<file path="config.mk">
export PLATFORM = sky130hd
export DESIGN_NAME = regfile16_flat
export DESIGN_NICKNAME = d
export VERILOG_FILES = /design/src/rtl/regfile16_if.sv /design/src/rtl/regfile16.sv /design/src/flat_wrapper.sv
export SDC_FILE = /design/constraint.sdc
export NUM_CORES = 2
export LEC_CHECK = 0
export ABC_AREA = 1
export CORE_ASPECT_RATIO = 1.25
export CORE_UTILIZATION = 45
export CTS_BUF_LIST = sky130_fd_sc_hd__clkbuf_4 sky130_fd_sc_hd__clkbuf_8 sky130_fd_sc_hd__clkbuf_16
export CTS_CLUSTER_DIAMETER = 80
export CTS_CLUSTER_SIZE = 8
export DETAILED_ROUTE_END_ITERATION = 6
export HOLD_SLACK_MARGIN = 0.08
export PLACE_DENSITY = 0.58
export SLEW_MARGIN = 20
export SYNTH_ARGS = -nofsm -noshare
export SYNTH_HDL_FRONTEND = slang
export SYNTH_SLANG_ARGS = --single-unit
</file>
<file path="constraint.sdc">
create_clock -name clk -period 72.9 [get_ports clk]
set_clock_uncertainty 0.05 [all_clocks]
set_input_delay 14.58 -clock clk [delete_from_list [all_inputs] [get_ports clk]]
set_output_delay 14.58 -clock clk [all_outputs]
set_load 0.01 [all_outputs]
</file>
<file path="src/rtl/regfile16_if.sv">
// Register-file port bundle: one write port and two read ports.
// master drives indices and write data; slave returns read data.
interface regfile16_if #(
    parameter int WIDTH = 64
);
    logic             RegWrite;
    logic [3:0]       WriteRegister;
    logic [WIDTH-1:0] WriteData;
    logic [3:0]       ReadRegister1;
    logic [3:0]       ReadRegister2;
    logic [WIDTH-1:0] ReadData1;
    logic [WIDTH-1:0] ReadData2;

    modport master (
        output RegWrite, WriteRegister, WriteData, ReadRegister1, ReadRegister2,
        input  ReadData1, ReadData2
    );

    modport slave (
        input  RegWrite, WriteRegister, WriteData, ReadRegister1, ReadRegister2,
        output ReadData1, ReadData2
    );
endinterface

</file>
<file path="src/rtl/regfile16.sv">
// Sixteen-entry register file: decoded synchronous write port, two combinational
// bit-slice 16:1 read ports, optional hard-zero R15 and optional write bypass.
module regfile16 #(
    parameter int WIDTH    = 64,
    parameter int ZERO_REG = 1,
    parameter int BYPASS   = 0
) (
    input  logic       clk,
    input  logic       reset,
    regfile16_if.slave bus
);

    logic [WIDTH-1:0] regs [16];
    logic [15:0]      write_en;
    logic [15:0]      slice [WIDTH];
    logic [WIDTH-1:0] read_data1;
    logic [WIDTH-1:0] read_data2;
    logic             hit1;
    logic             hit2;

    // 4:16 decoder gated by RegWrite; a hard-zero R15 never sees an enable.
    always_comb begin
        write_en = '0;
        if (bus.RegWrite) begin
            write_en[bus.WriteRegister] = 1'b1;
        end
        if (ZERO_REG != 0) begin
            write_en[15] = 1'b0;
        end
    end

    always_ff @(posedge clk or posedge reset) begin
        if (reset) begin
            for (int i = 0; i < 16; i++) begin
                regs[i] <= '0;
            end
        end else begin
            for (int i = 0; i < 16; i++) begin
                if (write_en[i]) begin
                    regs[i] <= bus.WriteData;
                end
            end
        end
    end

    // Transpose storage so each output bit is a 16:1 mux over one register bit column.
    always_comb begin
        for (int b = 0; b < WIDTH; b++) begin
            for (int i = 0; i < 16; i++) begin
                slice[b][i] = regs[i][b];
            end
            if (ZERO_REG != 0) begin
                slice[b][15] = 1'b0;
            end
        end
    end

    always_comb begin
        hit1 = 1'b0;
        hit2 = 1'b0;
        if (BYPASS != 0 && bus.RegWrite && !reset) begin
            hit1 = (bus.ReadRegister1 == bus.WriteRegister) &&
                   !(ZERO_REG != 0 && bus.ReadRegister1 == 4'd15);
            hit2 = (bus.ReadRegister2 == bus.WriteRegister) &&
                   !(ZERO_REG != 0 && bus.ReadRegister2 == 4'd15);
        end
    end

    // Reset forces both buses low so nothing leaks through the bypass path.
    always_comb begin
        read_data1 = '0;
        read_data2 = '0;
        for (int b = 0; b < WIDTH; b++) begin
            read_data1[b] = slice[b][bus.ReadRegister1];
            read_data2[b] = slice[b][bus.ReadRegister2];
        end
        if (hit1) begin
            read_data1 = bus.WriteData;
        end
        if (hit2) begin
            read_data2 = bus.WriteData;
        end
        if (reset) begin
            read_data1 = '0;
            read_data2 = '0;
        end
    end

    assign bus.ReadData1 = read_data1;
    assign bus.ReadData2 = read_data2;

endmodule

</file>
<file path="src/flat_wrapper.sv">
// flat-port wrapper written by rule: the top's interface ports become plain ports
module regfile16_flat 
#(
    parameter int WIDTH    = 64,
    parameter int ZERO_REG = 1,
    parameter int BYPASS   = 0
)
  (clk, reset, bus_RegWrite, bus_WriteRegister, bus_WriteData, bus_ReadRegister1, bus_ReadRegister2, bus_ReadData1, bus_ReadData2);
  regfile16_if #(.WIDTH(WIDTH)) bus_i ();
  input  logic clk;
  input  logic reset;
  input wire logic [$bits(bus_i.RegWrite)-1:0] bus_RegWrite;
  input wire logic [$bits(bus_i.WriteRegister)-1:0] bus_WriteRegister;
  input wire logic [$bits(bus_i.WriteData)-1:0] bus_WriteData;
  input wire logic [$bits(bus_i.ReadRegister1)-1:0] bus_ReadRegister1;
  input wire logic [$bits(bus_i.ReadRegister2)-1:0] bus_ReadRegister2;
  output wire logic [$bits(bus_i.ReadData1)-1:0] bus_ReadData1;
  output wire logic [$bits(bus_i.ReadData2)-1:0] bus_ReadData2;
  assign bus_i.RegWrite = bus_RegWrite;
  assign bus_i.WriteRegister = bus_WriteRegister;
  assign bus_i.WriteData = bus_WriteData;
  assign bus_i.ReadRegister1 = bus_ReadRegister1;
  assign bus_i.ReadRegister2 = bus_ReadRegister2;
  assign bus_ReadData1 = bus_i.ReadData1;
  assign bus_ReadData2 = bus_i.ReadData2;
  regfile16 #(.WIDTH(WIDTH), .ZERO_REG(ZERO_REG), .BYPASS(BYPASS)) u_core (.clk(clk), .reset(reset), .bus(bus_i));
endmodule
</file>
==> reports/metrics.json <==
{
  "run_status": "complete, but fails checks",
  "violations_in_the_final_reports": "design-rule violations",
  "areaGrowthSynthToFinish_pct": 10.6,
  "critPathMaxFanout": 62,
  "power_per_cell_area_nw_per_um2": 27.4,
  "finalMaxSlewViolations": 0,
  "timing.slew.headroom": 0.165,
  "dr.first_iter.drc_count": 6203,
  "die_w_um": 314,
  "synth_most_common_cell": "nand2_1",
  "synth_top_cell_by_area": "dfrtp_1",
  "core_box_area_um2": 120000,
  "path_common_cell": "nand2_1",
  "registers_with_the_highest_flip_flop_counts": "u_core.regs x960",
  "largest_reg_flops": 960,
  "ctsRootBufferMaster": "clkbuf_16",
  "path_class": "in -> out",
  "ctsHoldBuffers": 0,
  "ys_top_cells_by_area": "dfrtp_1 44%, nand2_1 21%, o21ai_0 8.8%",
  "maximum_number_of_pins_on_one_net_before_global_route_repair": 159,
  "synth_commonest_cells": "3064 x nand2_1, 964 x o21ai_0, 963 x nand3_1",
  "grt.total_usage": 0.363,
  "clk_pin_slew_worst_paths_ns": 0.05,
  "final_min_period_over_clock_period": 0.474,
  "floorplan.die.height_um": 392,
  "netlist_instances": 8124,
  "clock_tree_from_tritoncts": "done",
  "wire_per_inst_um": 23.5,
  "setup_repair_after_global_routing_missed_its_margin": "no",
  "placement.cell_area_um2": 56700,
  "vias": 55100,
  "worst_hold_path_type": "reg -> reg",
  "setup_tns_ns": 0,
  "ys_async_sr_fraction": 1.00,
  "period_needed_ns": 34.54,
  "setup_viol": 0,
  "fin_worst_hold_slack_ns": 0.429,
  "htreeDepth": 4,
  "max-clock-path-buffers": 3,
  "synth_top_area_frac": 0.440,
  "worst_path_slowest_cell": "buf_4",
  "num-nets-final": 7950,
  "hold_viol_final": 0,
  "timing.fmax_ghz": 0.0290,
  "synth_ff_type": "dfrtp_1",
  "syn_area_um2": 54600,
  "cts-buffers-inserted": 137,
  "registers.top_by_ff_count": "u_core.regs",
  "floorplan.die_area_um2": 123000,
  "cts.repair_timing.setup_buffer_count": 0,
  "syn_area_per_cell_um2": 6.72,
  "initial_standard_cell_utilization_of_the_core": 0.455,
  "clock_latency_ns": 0.76,
  "final_antenna_net_count": 0,
  "number_of_cell_rows": 142,
  "detail_route.vias_per_cell": 5.82,
  "top_level_ports": 207,
  "gr-total-overflow": 0,
  "netlist-cell-type-count": 20,
  "post_cts_resize_count": 0,
  "initial_antenna_violation_count": 9,
  "numPortBuffers": 206,
  "required_ns": 58.27,
  "ys_ff_latch": 960,
  "stdcell_area_um2": 60400,
  "drive_above_1_share": 0.0345,
  "place.detailed.hpwl_um": 119000,
  "tritoncts_sinks": 960,
  "slowest_delay_ns": 0.90,
  "first_global_vias": 52700,
  "gp_congestion": 0.873,
  "number_of_detailed_routing_iterations_run_before_antenna_repair": 7,
  "synth_enable_flop_cells": 0,
  "worstSetupEndpointType": "primary output",
  "layout.core_utilization": 0.503,
  "vdd_ir_drop_max_uv": 23.9,
  "synth_warnings": 0,
  "worst-endpoint-arrival_ns": 19.91,
  "crit_start_category": "input pin",
  "tightest_slew_ns": 1.25,
  "global_route_wire_length_before_repair_um": 336000,
  "synth_seq_area_share": 0.440,
  "cellLeakagePower_nw": 29.9,
  "total_power_mw": 1.65,
  "synth_nets": 8203,
  "routed_wirelength_um": 223000,
  "remaining_drc_errors": 3,
  "crit_chain": "buf_8 -> inv_8 -> nor2_4 -> buf_4 -> buf_4 -> nand2_1 -> nand3_1 -> nand2_1 -> nand2_1 -> nand2_1 -> nor2_1 -> clkdlybuf4s50_1",
  "max-cap-violations": 0
}
## final cells by class
type / instances / area, um2
inverters: 654 / 2510
well taps: 1584 / 1980
diodes: 2 / 5.00
repair buffers: 287 / 2830
fillers: 12400 / 59700
flip-flops and latches: 960 / 24000
clock buffers: 143 / 3580
multi-input cells: 5831 / 25400
clock inverters: 9 / 78.8
## power by group
part / internal [mW] / leakage [nW] / total (mW) / switching [mW]
logic: 0.124 / 15.9 / 0.355 / 0.232
registers: 0.643 / 12.2 / 0.715 / 0.0714
clock network: 0.343 / 1.80 / 0.585 / 0.242
total: 1.11 / 29.9 / 1.65 / 0.545
## stage by stage
step | std cells | setup slack (ns)
6_report | 9470 | 38.36
5_1_grt | 9470 | 38.35
4_1_cts | 9467 | 38.58
3_5_place_dp | 9315 | 38.59
3_3_place_gp | 9313 | 38.58
2_1_floorplan | 8124 | 14.61
## per-layer routing
layer	vias up	GRT usage	part of all wire
met1	26400	0.462	0.40
li1	25300	-	-
met5	-	0	0.00011
met4	4	0.194	0.055
met3	578	0.0645	0.090
met2	2837	0.586	0.46
## placed cells by master (no fill, tap or decap), drive strengths merged
cell type	synthesis	final
nand4	126	126
nor2	308	308
nand3	963	963
nand2	3064	3064
a21oi	170	170
diode	0	2
o21ai	1025	1025
inv	654	663
buf	316	89
dfrtp	960	960
clkbuf	363	143
nor3	133	133
clkdlybuf4s50	0	198
nand3b	42	42
## worst paths after layout
path | slack [ns] | cells after the start | startpoint | endpoint
max | 38.36 | 12 | bus_ReadRegister1[1] | bus_ReadData1[1]
min | 0.43 | 2 | u_core.regs[147] | u_core.regs[147]
max reg2reg | 72.06 | 2 | u_core.regs[927] | u_core.regs[927]
min reg2reg | 0.43 | 2 | u_core.regs[147] | u_core.regs[147]
max in group asynchronous | 55.52 | 5 | reset | u_core.regs[660]
min in group asynchronous | 14.36 | 2 | reset | u_core.regs[439]
## worst max-delay path: cells and delay by family
family / cells / cell delay, ns
buf+inv: 5 / 3.17
simple gates: 7 / 1.99
## logic make-up (layout without fill, tap and decap cells)
kind of cell | Yosys count | count (layout) | share of synthesized area
AOI/OAI and AO/OA | 1195 | 1195 | 0.109
DFF | 960 | 960 | 0.440
buffers and inverters | 1333 | 1093 | 0.0982
and+or+nand+nor | 4636 | 4636 | 0.353
other | 0 | 2 | 0
Note: power is estimated with default switching activity, not from simulation.
